`src/rtl/object_ram_arbiter_if.sv`:
```
// Requester-side handshake bundles for the object RAM arbiter: a read-only
// renderer port and a read/write rope port with bus lock.
interface object_draw_if;
  logic        req;
  logic [3:0]  addr;
  logic        gnt;
  logic        valid;
  logic [31:0] data;

  modport master (output req, addr, input gnt, valid, data);
  modport slave  (input req, addr, output gnt, valid, data);
endinterface

interface object_rope_if;
  logic        req;
  logic        we;
  logic [3:0]  addr;
  logic [31:0] wdata;
  logic        lock;
  logic        gnt;
  logic        valid;
  logic [31:0] rdata;

  modport master (output req, we, addr, wdata, lock, input gnt, valid, rdata);
  modport slave  (input req, we, addr, wdata, lock, output gnt, valid, rdata);
endinterface

```
`src/rtl/object_ram_arbiter.sv`:
```
// Arbitrates the single-port 16x32 object RAM between the renderer and up to two
// rope controllers; one transaction in flight, optional bus lock for atomic RMW.
module object_ram_arbiter #(
  parameter int READ_LATENCY = 2,
  parameter int LOCK_MAX     = 1024,
  parameter int NUM_ROPES    = 2
) (
  input  logic        clock,
  input  logic        resetn,
  object_draw_if.slave draw,
  object_rope_if.slave r0,
  object_rope_if.slave r1,
  output logic [3:0]  ram_address,
  output logic [31:0] ram_data,
  output logic        ram_wren,
  input  logic [31:0] ram_q,
  output logic [1:0]  lock_owner,
  output logic        lock_timeout
);

  localparam int              LCW       = (LOCK_MAX > 1) ? $clog2(LOCK_MAX) : 1;
  localparam logic [LCW-1:0]  LOCK_LAST = LCW'(LOCK_MAX - 1);
  localparam logic [1:0]      WAIT_LAST = 2'(READ_LATENCY - 1);
  localparam logic [1:0]      OWN_NONE  = 2'b00;
  localparam logic [1:0]      OWN_R0    = 2'b01;
  localparam logic [1:0]      OWN_R1    = 2'b10;

  typedef enum logic [1:0] {ST_IDLE, ST_ISSUE, ST_WAIT} state_t;
  typedef enum logic [1:0] {SRC_DRAW, SRC_R0, SRC_R1}   src_t;

  state_t         state;
  src_t           src;
  src_t           pick;
  logic           pick_ok;
  logic           cur_we;
  logic [1:0]     wait_cnt;
  logic           rr_ptr;
  logic [LCW-1:0] lock_cnt;
  logic [31:0]    draw_hold, r0_hold, r1_hold;
  logic           r1_req, r1_lock;
  logic           sel_we, sel_lock;
  logic [3:0]     sel_addr;
  logic [31:0]    sel_wdata;
  logic           fire;
  logic           owner_drop;

  // In single-player builds rope 1 is invisible to arbitration and locking.
  assign r1_req  = (NUM_ROPES > 1) && r1.req;
  assign r1_lock = (NUM_ROPES > 1) && r1.lock;

  // NOTE: every signal written in always_comb gets a default first, so no path
  // leaves it unassigned and no latch is inferred.
  always_comb begin
    pick    = SRC_DRAW;
    pick_ok = 1'b0;
    if (lock_owner == OWN_R0) begin
      pick    = SRC_R0;
      pick_ok = r0.req;
    end else if (lock_owner == OWN_R1) begin
      pick    = SRC_R1;
      pick_ok = r1_req;
    end else if (draw.req) begin
      pick    = SRC_DRAW;
      pick_ok = 1'b1;
    end else if (r0.req && r1_req) begin
      pick    = rr_ptr ? SRC_R1 : SRC_R0;
      pick_ok = 1'b1;
    end else if (r0.req) begin
      pick    = SRC_R0;
      pick_ok = 1'b1;
    end else if (r1_req) begin
      pick    = SRC_R1;
      pick_ok = 1'b1;
    end
  end

  always_comb begin
    sel_we    = 1'b0;
    sel_lock  = 1'b0;
    sel_addr  = draw.addr;
    sel_wdata = '0;
    case (pick)
      SRC_R0: begin
        sel_we = r0.we; sel_lock = r0.lock; sel_addr = r0.addr; sel_wdata = r0.wdata;
      end
      SRC_R1: begin
        sel_we = r1.we; sel_lock = r1_lock; sel_addr = r1.addr; sel_wdata = r1.wdata;
      end
      default: ;
    endcase
  end

  assign fire = ((state == ST_ISSUE) && !cur_we && (READ_LATENCY == 1)) ||
                ((state == ST_WAIT) && (wait_cnt == WAIT_LAST));

  assign owner_drop = ((lock_owner == OWN_R0) && !r0.lock) ||
                      ((lock_owner == OWN_R1) && !r1_lock);

  // NOTE: sequential state uses non-blocking assignments so every register
  // samples pre-edge values regardless of statement order.
  always_ff @(posedge clock or negedge resetn) begin
    if (!resetn) begin
      state       <= ST_IDLE;
      src         <= SRC_DRAW;
      cur_we      <= 1'b0;
      wait_cnt    <= '0;
      rr_ptr      <= 1'b0;
      draw.gnt    <= 1'b0;
      r0.gnt      <= 1'b0;
      r1.gnt      <= 1'b0;
      ram_address <= '0;
      ram_data    <= '0;
      ram_wren    <= 1'b0;
    end else begin
      draw.gnt <= 1'b0;
      r0.gnt   <= 1'b0;
      r1.gnt   <= 1'b0;
      ram_wren <= 1'b0;
      case (state)
        ST_IDLE: begin
          if (pick_ok) begin
            state       <= ST_ISSUE;
            src         <= pick;
            cur_we      <= sel_we;
            ram_address <= sel_addr;
            ram_data    <= sel_wdata;
            ram_wren    <= sel_we;
            draw.gnt    <= (pick == SRC_DRAW);
            r0.gnt      <= (pick == SRC_R0);
            r1.gnt      <= (pick == SRC_R1);
            if (pick == SRC_R0)      rr_ptr <= 1'b1;
            else if (pick == SRC_R1) rr_ptr <= 1'b0;
          end
        end
        ST_ISSUE: begin
          wait_cnt <= 2'd1;
          if (cur_we || (READ_LATENCY == 1)) state <= ST_IDLE;
          else                               state <= ST_WAIT;
        end
        ST_WAIT: begin
          if (wait_cnt == WAIT_LAST) state <= ST_IDLE;
          else                       wait_cnt <= wait_cnt + 2'd1;
        end
        default: state <= ST_IDLE;
      endcase
    end
  end

  // The lock counter runs for the whole time a lock is held, idle cycles included.
  always_ff @(posedge clock or negedge resetn) begin
    if (!resetn) begin
      lock_owner   <= OWN_NONE;
      lock_cnt     <= '0;
      lock_timeout <= 1'b0;
    end else begin
      lock_timeout <= 1'b0;
      if (lock_owner != OWN_NONE) begin
        if (lock_cnt == LOCK_LAST) begin
          lock_owner   <= OWN_NONE;
          lock_cnt     <= '0;
          lock_timeout <= 1'b1;
        end else if (owner_drop) begin
          lock_owner <= OWN_NONE;
          lock_cnt   <= '0;
        end else begin
          lock_cnt <= lock_cnt + LCW'(1);
        end
      end else if ((state == ST_IDLE) && pick_ok && (pick != SRC_DRAW) && sel_lock) begin
        lock_owner <= (pick == SRC_R0) ? OWN_R0 : OWN_R1;
      end
    end
  end

  always_ff @(posedge clock or negedge resetn) begin
    if (!resetn) begin
      draw.valid <= 1'b0;
      r0.valid   <= 1'b0;
      r1.valid   <= 1'b0;
      draw_hold  <= '0;
      r0_hold    <= '0;
      r1_hold    <= '0;
    end else begin
      draw.valid <= fire && (src == SRC_DRAW);
      r0.valid   <= fire && (src == SRC_R0);
      r1.valid   <= fire && (src == SRC_R1);
      if (draw.valid) draw_hold <= ram_q;
      if (r0.valid)   r0_hold   <= ram_q;
      if (r1.valid)   r1_hold   <= ram_q;
    end
  end

  // Read data is ram_q during the valid cycle and the captured copy afterwards.
  assign draw.data = draw.valid ? ram_q : draw_hold;
  assign r0.rdata  = r0.valid   ? ram_q : r0_hold;
  assign r1.rdata  = r1.valid   ? ram_q : r1_hold;

endmodule
```
`src/flat_wrapper.sv`:
```
// flat-port wrapper written by rule: the top's interface ports become plain ports
module object_ram_arbiter_flat 
#(
  parameter int READ_LATENCY = 2,
  parameter int LOCK_MAX     = 1024,
  parameter int NUM_ROPES    = 2
)
  (clock, resetn, ram_address, ram_data, ram_wren, ram_q, lock_owner, lock_timeout, draw_req, draw_addr, draw_gnt, draw_valid, draw_data, r0_req, r0_we, r0_addr, r0_wdata, r0_lock, r0_gnt, r0_valid, r0_rdata, r1_req, r1_we, r1_addr, r1_wdata, r1_lock, r1_gnt, r1_valid, r1_rdata);
  object_draw_if draw_i ();
  object_rope_if r0_i ();
  object_rope_if r1_i ();
  input  logic clock;
  input  logic resetn;
  output logic [3:0] ram_address;
  output logic [31:0] ram_data;
  output logic ram_wren;
  input  logic [31:0] ram_q;
  output logic [1:0] lock_owner;
  output logic lock_timeout;
  input wire logic [$bits(draw_i.req)-1:0] draw_req;
  input wire logic [$bits(draw_i.addr)-1:0] draw_addr;
  output wire logic [$bits(draw_i.gnt)-1:0] draw_gnt;
  output wire logic [$bits(draw_i.valid)-1:0] draw_valid;
  output wire logic [$bits(draw_i.data)-1:0] draw_data;
  input wire logic [$bits(r0_i.req)-1:0] r0_req;
  input wire logic [$bits(r0_i.we)-1:0] r0_we;
  input wire logic [$bits(r0_i.addr)-1:0] r0_addr;
  input wire logic [$bits(r0_i.wdata)-1:0] r0_wdata;
  input wire logic [$bits(r0_i.lock)-1:0] r0_lock;
  output wire logic [$bits(r0_i.gnt)-1:0] r0_gnt;
  output wire logic [$bits(r0_i.valid)-1:0] r0_valid;
  output wire logic [$bits(r0_i.rdata)-1:0] r0_rdata;
  input wire logic [$bits(r1_i.req)-1:0] r1_req;
  input wire logic [$bits(r1_i.we)-1:0] r1_we;
  input wire logic [$bits(r1_i.addr)-1:0] r1_addr;
  input wire logic [$bits(r1_i.wdata)-1:0] r1_wdata;
  input wire logic [$bits(r1_i.lock)-1:0] r1_lock;
  output wire logic [$bits(r1_i.gnt)-1:0] r1_gnt;
  output wire logic [$bits(r1_i.valid)-1:0] r1_valid;
  output wire logic [$bits(r1_i.rdata)-1:0] r1_rdata;
  assign draw_i.req = draw_req;
  assign draw_i.addr = draw_addr;
  assign draw_gnt = draw_i.gnt;
  assign draw_valid = draw_i.valid;
  assign draw_data = draw_i.data;
  assign r0_i.req = r0_req;
  assign r0_i.we = r0_we;
  assign r0_i.addr = r0_addr;
  assign r0_i.wdata = r0_wdata;
  assign r0_i.lock = r0_lock;
  assign r0_gnt = r0_i.gnt;
  assign r0_valid = r0_i.valid;
  assign r0_rdata = r0_i.rdata;
  assign r1_i.req = r1_req;
  assign r1_i.we = r1_we;
  assign r1_i.addr = r1_addr;
  assign r1_i.wdata = r1_wdata;
  assign r1_i.lock = r1_lock;
  assign r1_gnt = r1_i.gnt;
  assign r1_valid = r1_i.valid;
  assign r1_rdata = r1_i.rdata;
  object_ram_arbiter #(.READ_LATENCY(READ_LATENCY), .LOCK_MAX(LOCK_MAX), .NUM_ROPES(NUM_ROPES)) u_core (.clock(clock), .resetn(resetn), .draw(draw_i), .r0(r0_i), .r1(r1_i), .ram_address(ram_address), .ram_data(ram_data), .ram_wren(ram_wren), .ram_q(ram_q), .lock_owner(lock_owner), .lock_timeout(lock_timeout));
endmodule
```
`config.mk`:
```
export PLATFORM = sky130hd
export DESIGN_NAME = object_ram_arbiter_flat
export DESIGN_NICKNAME = d
export VERILOG_FILES = /design/src/rtl/object_ram_arbiter_if.sv /design/src/rtl/object_ram_arbiter.sv /design/src/flat_wrapper.sv
export SDC_FILE = /design/constraint.sdc
export NUM_CORES = 1
export LEC_CHECK = 0
export BUFFER_PORTS_ARGS = -buffer_cell sky130_fd_sc_hd__buf_2
export CORE_AREA = 2 2 156 158
export CTS_CLUSTER_DIAMETER = 60
export DETAILED_ROUTE_END_ITERATION = 6
export DIE_AREA = 0 0 158 160
export SLEW_MARGIN = 15
export SYNTH_ARGS = -nofsm -noshare
export SYNTH_HDL_FRONTEND = slang
export SYNTH_SLANG_ARGS = --single-unit
```
`constraint.sdc`:
```
create_clock -name clock -period 2.65 [get_ports clock]
set_input_delay 0 -clock clock [delete_from_list [all_inputs] [get_ports clock]]
set_output_delay 0 -clock clock [all_outputs]
set_load 0.005 [all_outputs]
```
==> Word-level counts from Yosys, hierarchy flattened <==
Index checks and enable logic that the tools add are counted.
{ "word_totals": {"reg_bits": 160, "output_inout_bits": 142} }
{ "classes": {"addsub": 2, "eq_ne": 14, "muxes": 45, "reduce_logical": 26} }
{ "op_table": {"columns": ["op", "n"], "rows": [
  ["32-bit two-way mux", 3],
  ["32-bit case mux with 2 select lines", 1],
  ["2-bit two-way mux", 16],
  ["10-bit two-way mux", 2],
  ["1-bit two-way mux", 18],
  ["10-bit by 1-bit adder with 10-bit output, second input constant", 1],
  ["10-bit equality test, second input constant", 1],
  ["2-bit by 1-bit equality test with 1-bit output, second input constant", 5],
  ["1-bit logical AND", 10],
  ["2-bit nonzero test", 5],
  ["2-bit equality test, second input constant", 4],
  ["4-bit case mux with 2 select lines", 1],
  ["2-bit AND reduction", 4],
  ["2-bit zero test", 3],
  ["2-bit case mux with 3 select lines", 1],
  ["2-bit != test, second input constant", 2],
  ["1-bit case mux with 2 select lines", 2],
  ["2-bit case mux with 2 select lines", 1],
  ["3-bit by 2-bit != test with 1-bit output, second input constant", 1],
  ["3-bit AND reduction", 1],
  ["2-bit by 1-bit adder with 2-bit output, second input constant", 1],
  ["1-bit zero test", 2],
  ["2-bit by 1-bit != test with 1-bit output, second input constant", 1],
  ["1-bit logical OR", 1]
]} }

==> Logic depth before layout (Yosys ltp) <==
Gate-level depths: netlist (run 1).
{ "depth": {"depth_word": 11, "mapped_depth": 10, "mapped_depth_nobuf": 8} }

==> Least setup slack after synthesis (run 1) <==
No wires, ideal clock.
{ "synth_timing": {"kind": "flip-flop to flip-flop", "from": "register u_core.lock_owner[1]", "to": "register u_core.ram_address[3]", "setup_time_ps": 127, "t_arrival_ps": 2074, "required_ps": 2523, "slack_ps": 448, "path_stages_with_launch": 10, "n_path_buf": 2, "period_less_slack_ps": 2202, "path_cell_list": "dfrtp_1 > nor2b_2 > o21ai_0 > inv_1 > ha_1 > buf_2 > buf_1 > a22oi_1 > a21oi_1 > mux2_1"} }
{ "synth_between": {"elab_chain_cells": 5, "word_cells_on_any_way": 10, "classes_between": "eq/ne (4); mux (5); reduce/logical (1)"} }
{ "synth_lines": {"columns": ["element", "line_no", "rtl"], "rows": [
  ["from (decl)", "object_ram_arbiter.sv:17", "output logic [1:0] lock_owner,"],
  ["from (signal assigned)", "object_ram_arbiter.sv:169", "lock_owner <= (pick == SRC_R0) ? OWN_R0 : OWN_R1;"],
  ["2-bit equality test", "object_ram_arbiter.sv:59", "end else if (lock_owner == OWN_R1) begin"],
  ["2-bit two-way mux", "object_ram_arbiter.sv:59", null],
  ["2-bit two-way mux *", "object_ram_arbiter.sv:56", "if (lock_owner == OWN_R0) begin"],
  ["via u_core.pick[0]", "object_ram_arbiter.sv:33", "src_t pick;"],
  ["2-bit equality test / 2-bit by 1-bit equality test with 1-bit output (equally long branches)", "object_ram_arbiter.sv:82", "case (pick)"],
  ["4-bit case mux with 2 select lines *", "object_ram_arbiter.sv:82", null],
  ["to (signal assigned)", "object_ram_arbiter.sv:125", "ram_address <= sel_addr;"],
  ["to (decl)", "object_ram_arbiter.sv:13", "output logic [3:0] ram_address,"]
]} }
Mark *: on every way through the listed nets, which the timed path passes. The rest lies on a longest branch.
A chain may end at the register's enable or synchronous reset.

==> Worst setup path in the final report (run 1) <==
Same ends and word-level chain as after synthesis.

==> run_results.csv, run 1 <==
group,metric,value,unit
worst_setup_path,cp.required,2.96,ns
placed_design,post-place-ws,0.3398,ns
worst_setup_path,slowest_stage,"dfrtp_1",
power_and_ir_drop,p_leak,4.966,nW
clock_tree,clk_pin_slew,0.07,ns
synthesis,synth_seq_cells,160,
global_route,grt_pass1_wl,29020,um
worst_setup_path,cp_cell_sequence,"nor2b_2 > o21ai_0 > inv_1 > ha_1 > buf_4 > a22oi_1 > a21oi_1 > mux2_1",
sta,tightest_slew,0.6315,ns
job,drv_cap,0,
cells_and_area,n_antenna_cell,0,
sta,tns,0,ns
synthesis,synth_flop_cell,"dfrtp_1",
floorplanning,die_y,160,um
floorplanning,die_area,0.02528,sq mm
floorplanning,die_w,158,um
synthesis,synth_fp_nets,622,
drt,detail_route.vias_per_cell,4.409,
global_route,grt-ovfl-total,0,
synthesis,syn_area_per_cell,13.98,sq um
drt,drc,0,
cells_and_area,seq_area,0.004004,sq mm
min_path,hold_path_depth,3,
drt,vias,5247,
placed_design,gp_congestion,0.7493,
cells_and_area,synthToLayoutAreaGrowth,46.17,%
cells_and_area,nFillCells,2238,
floorplanning,floorplan.core_area,0.02382,sq mm
sta,layout_min_cycle_time,2.369,ns
global_route,gr-usage-all-layers,14.71,%
status,status,"finished clean",
worst_setup_path,reg2reg_to,"u_core.ram_address[3]$_DFFE_PN0P_",
synthesis,yosysUniqueCellTypes,50,
worst_setup_path,slowest_delay,0.43,ns
min_path,min-delay-start,"r1_we",
cells_and_area,post-route-util,42.89,%
clock_tree,clkLatencyLatePin,0.42,ns
clock_tree,clock-sinks,160,
floorplanning,ios,259,
worst_setup_path,regToRegSetupSlack,0.28,ns
worst_setup_path,timing.rr.start,"u_core.lock_owner[1]$_DFFE_PN0P_",
sta,relSlewSlack,57.90,%
worst_setup_path,r2r_cells,8,
min_path,hold_path_end,"u_core.ram_wren$_DFF_PN0_",
sta,rsz0062_at_grt,"no",
drt,postRouteAntennaNets,0,
synthesis,synth-xor-area-share,0.2506,%
drt,met2WireLength,8908,um
synthesis,synth-edff-count,0,
drt,drt-met1-wl,8306,um
worst_setup_path,crit_path_end_kind,"flop",
clock_tree,cts_max_path_buffers,2,
floorplanning,rows,57,
placed_design,portBuffers,258,
synthesis,yosysTopAreaCell,"dfrtp_1",
floorplanning,start_util,29.34,%
synthesis,synth.mux.area_fraction,24.04,%
worst_setup_path,criticalPathCategory,"reg2reg",
synthesis,synth_adder_area_share,0.8951,%
synthesis,synth_warnings,0,
clock_tree,clockRootBuffer,"clkbuf_16",
drt,met3_length,1270,um
sta,setup_ws,0.2812,ns
cells_and_area,fin_nets,975,
cells_and_area,multi_input_area,0.002796,sq mm
worst_setup_path,critical_path.startpoint_type,"flop",
drt,routed_wl,18780,um
drt,routedWlPerCell,15.78,um
clock_tree,cts_tree,"done",
synthesis,yosysTopAreaCellShare,57.29,%
global_route,antenna_found_initial,0,
drt,top_layer,"met4",
global_route,grt_pass1_vias,5497,
worst_setup_path,worstPathMaxFanout,38,
synthesis,synth_compound_area_share,7.680,%
global_route,grt_max_degree,69,
synthesis,synth_top_family_by_area,"multiplexers",
cells_and_area,drive_gt1_share,50.00,%
clock_tree,cts_buffers,17,
synthesis,netlist_instances,500,
sta,setup_viol,0,
drt,first_pass_iters,4,
synthesis,synth-simple-area-share,7.143,%
sta,hold_viol_final,0,
worst_setup_path,arrival,2.68,ns
clock_tree,htreeDepth,4,
drt,detail_route.iter0.violations,273,
sta,period_share,89.39,%
power_and_ir_drop,vdd_drop_max,0.4584,mV
synthesis,yosysSeqAreaShare,57.29,%
power_and_ir_drop,power_density,957.2,mW/mm^2
min_path,hp-class,"in2reg",
synthesis,synthArstFlopShare,100.0,%
sta,drv_slew,0,
synthesis,synth_area_leaders,"dfrtp_1, mux2_2, mux2_4, a22oi_1, nor2b_1",
synthesis,syn_area,0.006989,sq mm
sta,fmax,422.2,MHz
sta,final.setup_skew,0.01294,ns
placed_design,place_hpwl,11900,um
==> worst max-delay path: cells and delay by family, from the launching register on <==
family          cells  cell delay, ns
fa+ha+maj           1            0.23
buf+inv             2            0.38
simple gates        1            0.20
compound gates      3            0.70
mux                 1            0.30
flops               1            0.43
==> worst max path at each step <==
stage | from | end | slack [ns] | cells after the start
6_report | u_core.lock_owner[1]$_DFFE_PN0P_ | u_core.ram_address[3]$_DFFE_PN0P_ | 0.28 | 8
5_1_grt | u_core.lock_owner[1]$_DFFE_PN0P_ | u_core.ram_address[3]$_DFFE_PN0P_ | 0.08 | 8
2_1_floorplan | u_core.lock_owner[1]$_DFFE_PN0P_ | u_core.ram_address[3]$_DFFE_PN0P_ | 0.45 | 9
3_3_place_gp | u_core.lock_owner[1]$_DFFE_PN0P_ | u_core.ram_address[3]$_DFFE_PN0P_ | 0.41 | 8
4_1_cts | u_core.lock_owner[1]$_DFFE_PN0P_ | u_core.ram_address[3]$_DFFE_PN0P_ | 0.32 | 8
3_5_place_dp | u_core.lock_owner[1]$_DFFE_PN0P_ | u_core.ram_address[3]$_DFFE_PN0P_ | 0.34 | 8
==> cell type report <==
cell class	instances	area share [%]
sequential	160	39.19
multi-input combinational	302	27.37
timing repair buffer	365	23.40
clock buffer	17	4.164
tap	324	3.968
clock inverter	15	1.617
inverter	7	0.2817
==> Yosys cell counts (all sizes together) (2+ instances only) <==
cell type and instances:
dfrtp 160, mux2 136, a22oi 37, nor2b 33, buf 16, nor2 16
clkbuf 15, nand2 13, inv 7, a21oi 6, ha 5, o21ai 5
a22o 4, nand3 4, nor3 4, nand2b 3, or2 3, a21o 2
a31o 2, a32o 2, and2 2, and3 2, nor3b 2, nor4 2
o21a 2, o31ai 2, xor2 2
==> routing by layer <==
metal	track usage, %	vias up
met5	0	-
met4	4.423	0
met3	4.261	17
met2	24.82	215
met1	18.17	2521
li1	-	2494
==> cells in the final DEF (no fill, tap or decap), types with 13 or more instances in the layout <==
| cell | n |
|---|---|
| nor2b_1 | 32 |
| dfrtp_1 | 160 |
| dlygate4sd3_1 | 96 |
| buf_2 | 257 |
| mux2_2 | 86 |
| a22oi_1 | 37 |
| mux2_4 | 37 |
| nor2_1 | 16 |
| clkbuf_16 | 17 |
| mux2_1 | 13 |
==> timing repair <==
action | CTS | global route
resized for setup | 0 | 0
buffers inserted | 0 | 0
hold buffers | 96 | 0
hold endpoints to repair | 196 | 0
==> sequential cells by signal, summed over array words and instances (netlist names), 2 cells and up <==
register / flops
u_core.draw_hold: 32
u_core.lock_cnt: 10
u_core.lock_owner: 2
u_core.r0_hold: 32
u_core.r1_hold: 32
u_core.ram_address: 4
u_core.ram_data: 32
u_core.src: 2
u_core.state: 2
u_core.wait_cnt: 2
==> power breakdown <==
group	switching [mW]	internal [mW]	total (mW)
registers	0.310	3.34	3.65
logic	1.71	2.01	3.72
clock network	1.14	1.27	2.41
total	3.16	6.62	9.78
==> logic make-up after synthesis <==
group | after synthesis
AO/OA/AOI/OAI | 69
multiplexers | 137
buffers and inverters | 38
adder cells (fa/ha/maj) | 5
flip-flops | 160
XOR/XNOR | 2
AND/OR/NAND/NOR | 89
==> metrics by stage <==
stage               total power, mW  cells  cell area [sq um]  hold WS (ns)
CTS                           9.936   1190              10220      0.001184
detailed placement            7.347   1062               8665       0.05176
finish                        9.779   1190              10220       0.02441
global route                  10.45   1190              10220       0.02748
global placement              7.265   1062               8665       0.05479
floorplan                     5.765    500               6989       -0.2956
Note: power is estimated with default switching activity, not from simulation.
==> run 2, diff against run 1 <==
Settings changed: REMOVE_ABC_BUFFERS set to 1, SKIP_CTS_REPAIR_TIMING set to 1, SLEW_MARGIN 15 to unset.
==> run_results.csv, run 2 (same netlist as run 1, synthesis figures left out) <==
group,metric,value,unit
global_route,grt_max_degree,68,
worst_setup_path,cp.required,3.00,ns
min_path,min-delay-start,"draw_addr[3]",
clock_tree,cts_buffers,17,
cells_and_area,nFillCells,2291,
sta,setup_viol,0,
drt,detail_route.iter0.violations,245,
power_and_ir_drop,power_density,1012,mW/mm^2
job,drv_cap,0,
min_path,hold_path_end,"u_core.ram_address[3]$_DFFE_PN0P_",
sta,drv_slew,0,
sta,tns,0,ns
sta,layout_min_cycle_time,2.234,ns
placed_design,post-place-ws,0.3737,ns
global_route,gr-usage-all-layers,13.79,%
cells_and_area,final_common_cell,"buf_2",
clock_tree,clkLatencyLatePin,0.42,ns
sta,hold_viol_final,8,
global_route,grt_pass1_wl,27300,um
sta,final.setup_skew,0.009873,ns
drt,routed_wl,17660,um
drt,vias,5054,
global_route,grt-ovfl-total,0,
drt,postRouteAntennaNets,0,
clock_tree,clockRootBuffer,"clkbuf_16",
worst_setup_path,r2r_cells,7,
clock_tree,cts_max_path_buffers,2,
power_and_ir_drop,p_leak,4.702,nW
drt,detail_route.vias_per_cell,4.473,
drt,first_pass_iters,5,
clock_tree,clock-sinks,160,
clock_tree,htreeDepth,4,
cells_and_area,fin_nets,916,
floorplanning,die_area,0.02528,sq mm
drt,routedWlPerCell,15.62,um
sta,rsz0062_at_grt,"no",
worst_setup_path,criticalPathCategory,"reg2reg",
sta,tightest_slew,0.7233,ns
cells_and_area,n_antenna_cell,0,
floorplanning,rows,57,
sta,fmax,447.6,MHz
cells_and_area,synthToLayoutAreaGrowth,37.25,%
worst_setup_path,worstPathMaxFanout,42,
sta,setup_ws,0.4161,ns
cells_and_area,multi_input_area,0.002796,sq mm
placed_design,gp_congestion,0.7619,
floorplanning,floorplan.core_area,0.02382,sq mm
floorplanning,start_util,29.34,%
worst_setup_path,arrival,2.58,ns
sta,relSlewSlack,51.78,%
min_path,hp-class,"in2reg",
placed_design,place_hpwl,12160,um
cells_and_area,stdcell_count,1130,
global_route,antenna_found_initial,0,
cells_and_area,seq_area,0.004004,sq mm
global_route,grt_pass1_vias,5057,
sta,period_share,84.30,%
sta,whs,-0.04058,ns
floorplanning,die_y,160,um
floorplanning,die_w,158,um
power_and_ir_drop,vdd_drop_max,0.2869,mV
worst_setup_path,regToRegSetupSlack,0.42,ns
status,violations,"negative hold slack",
status,status,"finished, violations left",
placed_design,dp.cells,1062,
worst_setup_path,reg2reg_to,"u_core.lock_owner[1]$_DFFE_PN0P_",
min_path,hold_path_depth,4,
clock_tree,clk_pin_slew,0.06,ns
worst_setup_path,timing.rr.start,"u_core.lock_owner[1]$_DFFE_PN0P_",
drt,drc,0,
clock_tree,cts_tree,"done",
cells_and_area,mostFrequentLayoutCells,"buf_2, dfrtp_1, mux2_2",
worst_setup_path,critical_path.startpoint_type,"flop",
worst_setup_path,crit_path_end_kind,"flop",
floorplanning,ios,259,
placed_design,portBuffers,258,
power_and_ir_drop,power,9.712,mW
cells_and_area,drive_gt1_share,53.47,%
==> run 2: cell types whose count changed in the layout (fill, tap and decap cells not counted), moves of 2 or more <==
cell,previous run,this run
inv_8,5,2
clkinv_8,3,0
bufinv_16,0,2
buf_12,4,2
clkinvlp_4,1,3
buf_4,7,9
clkinv_4,3,1
dlygate4sd3_1,96,37
==> run 2: where the power goes <==
group	switching (mW)	internal (mW)	leakage [nW]
Combinational	1.68	1.93	2.39
Clock	1.03	1.41	0.278
Sequential	0.316	3.34	2.04
==> run 2: cell type report <==
type,count,area share [%]
Tap cell,324,4.226
Timing Repair Buffer,306,18.51
Clock inverter,13,1.604
Clock buffer,18,4.474
Inverter,7,0.3000
Multi-Input combinational cell,302,29.15
Sequential cell,160,41.74
==> run 2: worst max-delay path, stage by stage, from the launching register on <==
cell	delay, ns
dfrtp_1	0.44
nor2b_2	0.20
o21ai_0	0.33
inv_1	0.11
ha_1	0.35
buf_12	0.19
nor4bb_1	0.32
a32o_1	0.22
==> run 2: through the flow <==
step                      hold WS [ns]  cell area (sq um)  util (%)
final                         -0.04058               9593     40.27
after CTS                      -0.4116               9223     38.72
after detailed placement       0.05827               8640     36.27
after global placement         0.04759               8640     36.27
after global routing         0.0004214               9593     40.27
after floorplan                -0.2956               6829         -
==> run 2: metal layers <==
| layer | vias to the layer above | global-route usage [%] | part of all wire [%] |
|---|---|---|---|
| li1 | 2387 | - | - |
| met1 | 2444 | 17.43 | 45 |
| met2 | 212 | 22.63 | 46 |
| met3 | 11 | 4.016 | 7.7 |
| met4 | 0 | 4.464 | 1.1 |
| met5 | - | 0 | 0 |
==> run 2: how the worst max path moves through the flow <==
stage,start,depth (start not counted),endpoint
after floorplan,u_core.lock_owner[1]$_DFFE_PN0P_,7,u_core.lock_owner[0]$_DFFE_PN0P_
after global placement,u_core.lock_owner[1]$_DFFE_PN0P_,7,u_core.lock_owner[1]$_DFFE_PN0P_
after detailed placement,u_core.lock_owner[1]$_DFFE_PN0P_,7,u_core.lock_owner[0]$_DFFE_PN0P_
after CTS,u_core.lock_owner[1]$_DFFE_PN0P_,7,u_core.lock_owner[1]$_DFFE_PN0P_
after global routing,u_core.lock_owner[1]$_DFFE_PN0P_,8,u_core.ram_address[0]$_DFFE_PN0P_
final,u_core.lock_owner[1]$_DFFE_PN0P_,7,u_core.lock_owner[1]$_DFFE_PN0P_
==> run 3, diff against run 2 <==
Settings changed: ABC_AREA set to 1, CORE_AREA 2 2 156 158 to 2 2 153 155, DIE_AREA 0 0 158 160 to 0 0 155 157.
Clock period 2.65 ns to 2.01 ns, I/O delays scaled along.
==> run_results.csv, run 3 <==
group,metric,value,unit
status,status,"finished, violations left",
status,violations,"negative hold slack, negative setup slack",
synthesis,synth-edff-count,0,
floorplanning,floorplan.core_area,0.02250,sq mm
placed_design,place_hpwl,11950,um
worst_setup_path,critical_path.startpoint_type,"flop",
global_route,gr-usage-all-layers,14.00,%
synthesis,ys_top_cells_by_count,"dfrtp_1, nand2_1, mux2_2, nand3_1, inv_1",
synthesis,synthArstFlopShare,100.0,%
placed_design,placed_cell_area,0.008433,sq mm
floorplanning,die_y,157,um
drt,first_pass_iters,6,
worst_setup_path,criticalPathCategory,"reg2reg",
floorplanning,rows,55,
sta,rsz0062_at_grt,"yes",
sta,setup_ws,-0.06117,ns
drt,met3_length,1263,um
clock_tree,clock-sinks,160,
synthesis,yosysTopAreaCellShare,59.70,%
floorplanning,die_w,155,um
synthesis,synth_most_common_cell,"dfrtp_1",
clock_tree,cts_buffers,17,
synthesis,synth_area_leaders,"dfrtp_1, mux2_2, nand2_1, nand3_1, nand3_2",
worst_setup_path,cp.required,2.37,ns
cells_and_area,postLayoutCellArea,0.01031,sq mm
sta,final.setup_skew,0.01237,ns
clock_tree,cts_max_path_buffers,2,
drt,routed_wl,19980,um
worst_setup_path,path_buf_inv,2,
worst_setup_path,cp_cell_sequence,"nor2_4 > buf_4 > a31oi_4 > ha_4 > nor3b_4 > nand3_4 > nor2_8 > clkbuf_16 > nand2_1 > nand3_1",
placed_design,gp_congestion,0.7954,
global_route,grt_pass1_vias,5203,
power_and_ir_drop,power_density,1307,mW/mm^2
worst_setup_path,slowest_delay,0.43,ns
synthesis,synth_seq_cells,160,
drt,postRouteAntennaNets,0,
global_route,grt_max_degree,73,
drt,routedWlPerCell,15.99,um
global_route,antenna_found_initial,0,
job,drv_cap,0,
drt,top_layer,"met4",
worst_setup_path,cp_top_family,"simple AND/OR/NAND/NOR gates",
clock_tree,clkLatencyLatePin,0.42,ns
worst_setup_path,slowest_stage,"dfrtp_1",
floorplanning,start_util,29.80,%
power_and_ir_drop,p_leak,5.304,nW
cells_and_area,mostFrequentLayoutCells,"buf_2, dfrtp_1, nand2_1",
sta,setup_viol,30,
cells_and_area,drive_gt1_share,48.29,%
cells_and_area,fin_nets,1074,
sta,layout_min_cycle_time,2.071,ns
synthesis,syn_area_per_cell,11.75,sq um
drt,vias,5653,
floorplanning,ios,259,
drt,drc,0,
worst_setup_path,crit_path_end_kind,"flop",
sta,tightest_slew,0.4523,ns
power_and_ir_drop,vdd_drop_max,0.5763,mV
sta,period_share,103.0,%
sta,relSlewSlack,69.85,%
worst_setup_path,worstPathMaxFanout,8,
global_route,grt-ovfl-total,0,
synthesis,yosysTopAreaCell,"dfrtp_1",
synthesis,syn_area,0.006706,sq mm
clock_tree,cts_tree,"done",
cells_and_area,final_common_cell,"buf_2",
floorplanning,die_area,0.02434,sq mm
placed_design,portBuffers,258,
min_path,hp-class,"in2reg",
sta,drv_slew,0,
synthesis,netlist_instances,571,
sta,hold_viol_final,3,
global_route,grt_pass1_wl,26860,um
drt,detail_route.iter0.violations,230,
drt,detail_route.vias_per_cell,4.522,
worst_setup_path,arrival,2.43,ns
drt,met2WireLength,9701,um
sta,fmax,482.8,MHz
clock_tree,clk_pin_slew,0.08,ns
synthesis,synth_warnings,0,
synthesis,synth_flop_cell,"dfrtp_1",
drt,drt-met1-wl,8651,um
clock_tree,htreeDepth,4,
synthesis,yosysSeqAreaShare,59.70,%
sta,whs,-0.03486,ns
synthesis,yosysUniqueCellTypes,33,
cells_and_area,synthToLayoutAreaGrowth,53.73,%
cells_and_area,n_antenna_cell,0,
clock_tree,clockRootBuffer,"clkbuf_16",
run 3: cell count changes in the layout (fill, tap and decap cells not counted), sizes merged, moves of 4 or more:
cell and change:
nor2b -33, nand2 +130, nand3 +39, a22oi -37, inv +22, buf +13
o21ai +18, nor2 +4, o22ai +4, mux2 -40, dlygate4sd3 +65
run 3: area by class of cell:
cell class                      instances  area (sq um)
Timing Repair Buffer                  387          2678
Fill cell                            2030         12190
Sequential cell                       160          4004
Tap cell                              285         356.6
Clock buffer                           17         425.4
Multi-Input combinational cell        358          2571
Inverter                               28         105.1
Clock inverter                         15         170.2
run 3: per-stage QoR:
stage | util, % | total power [mW] | setup TNS [ns] | setup WS [ns] | instances
final | 45.82 | 13.48 | -1.065 | -0.06117 | 1250
after global routing | 45.82 | 14.40 | -4.204 | -0.1663 | 1250
after CTS | 40.12 | 13.26 | -4.092 | -0.1478 | 1141
after detailed placement | 37.48 | 9.880 | -3.473 | -0.1364 | 1109
after global placement | 37.48 | 9.771 | -0.01556 | -0.01108 | 1109
after floorplan | - | 7.465 | -7.710 | -0.2549 | 546
run 3: report_power, final:
group | switching (mW) | total [mW] | internal, mW | leakage, nW
logic | 2.58 | 5.20 | 2.62 | 2.95
clock network | 1.43 | 3.29 | 1.87 | 0.281
registers | 0.484 | 4.98 | 4.50 | 2.07
run 3: worst register-to-register path, delay by kind of cell (launching register included):
kind            cells  cell delay [ns]
flops               1             0.43
fa+ha+maj           1             0.28
compound gates      1             0.05
simple gates        6             0.92
buf+inv             2             0.34
run 3: metal layers:
| layer | track usage, % | vias up |
|---|---|---|
| met5 | 0 | - |
| met1 | 17.92 | 2705 |
| met3 | 4.488 | 36 |
| met2 | 23.20 | 248 |
| met4 | 3.175 | 0 |
| li1 | - | 2664 |
run 3: final timing paths:
kind / cells after the start / slack (ns) / startpoint / endpoint
max in group asynchronous: 3 / 1.14 / resetn / u_core.r0_hold[14]$_DFF_PN0_
worst min-delay path: 5 / -0.03 / r0_addr[1] / u_core.ram_address[1]$_DFFE_PN0P_
worst max register to register: 10 / -0.06 / u_core.lock_owner[1]$_DFFE_PN0P_ / u_core.ram_data[23]$_DFFE_PN0P_
min in group asynchronous: 2 / 0.09 / resetn / u_core.draw_hold[3]$_DFF_PN0_
worst max-delay path: 10 / -0.06 / u_core.lock_owner[1]$_DFFE_PN0P_ / u_core.ram_data[23]$_DFFE_PN0P_
worst min register to register: 1 / 0.45 / u_core.src[1]$_DFFE_PN0P_ / u_core.draw.valid$_DFF_PN0_
run 3: logic make-up after synthesis:
kind of cell             count (synthesis)  share of synthesized area (%)
buffers and inverters                   53                          4.216
multiplexers                            96                          16.12
AO/OA/AOI/OAI                           34                          2.799
AND/OR/NAND/NOR                        217                          15.45
XOR/XNOR                                 6                         0.7836
adder cells (fa/ha/maj)                  5                         0.9328
flip-flops                             160                          59.70
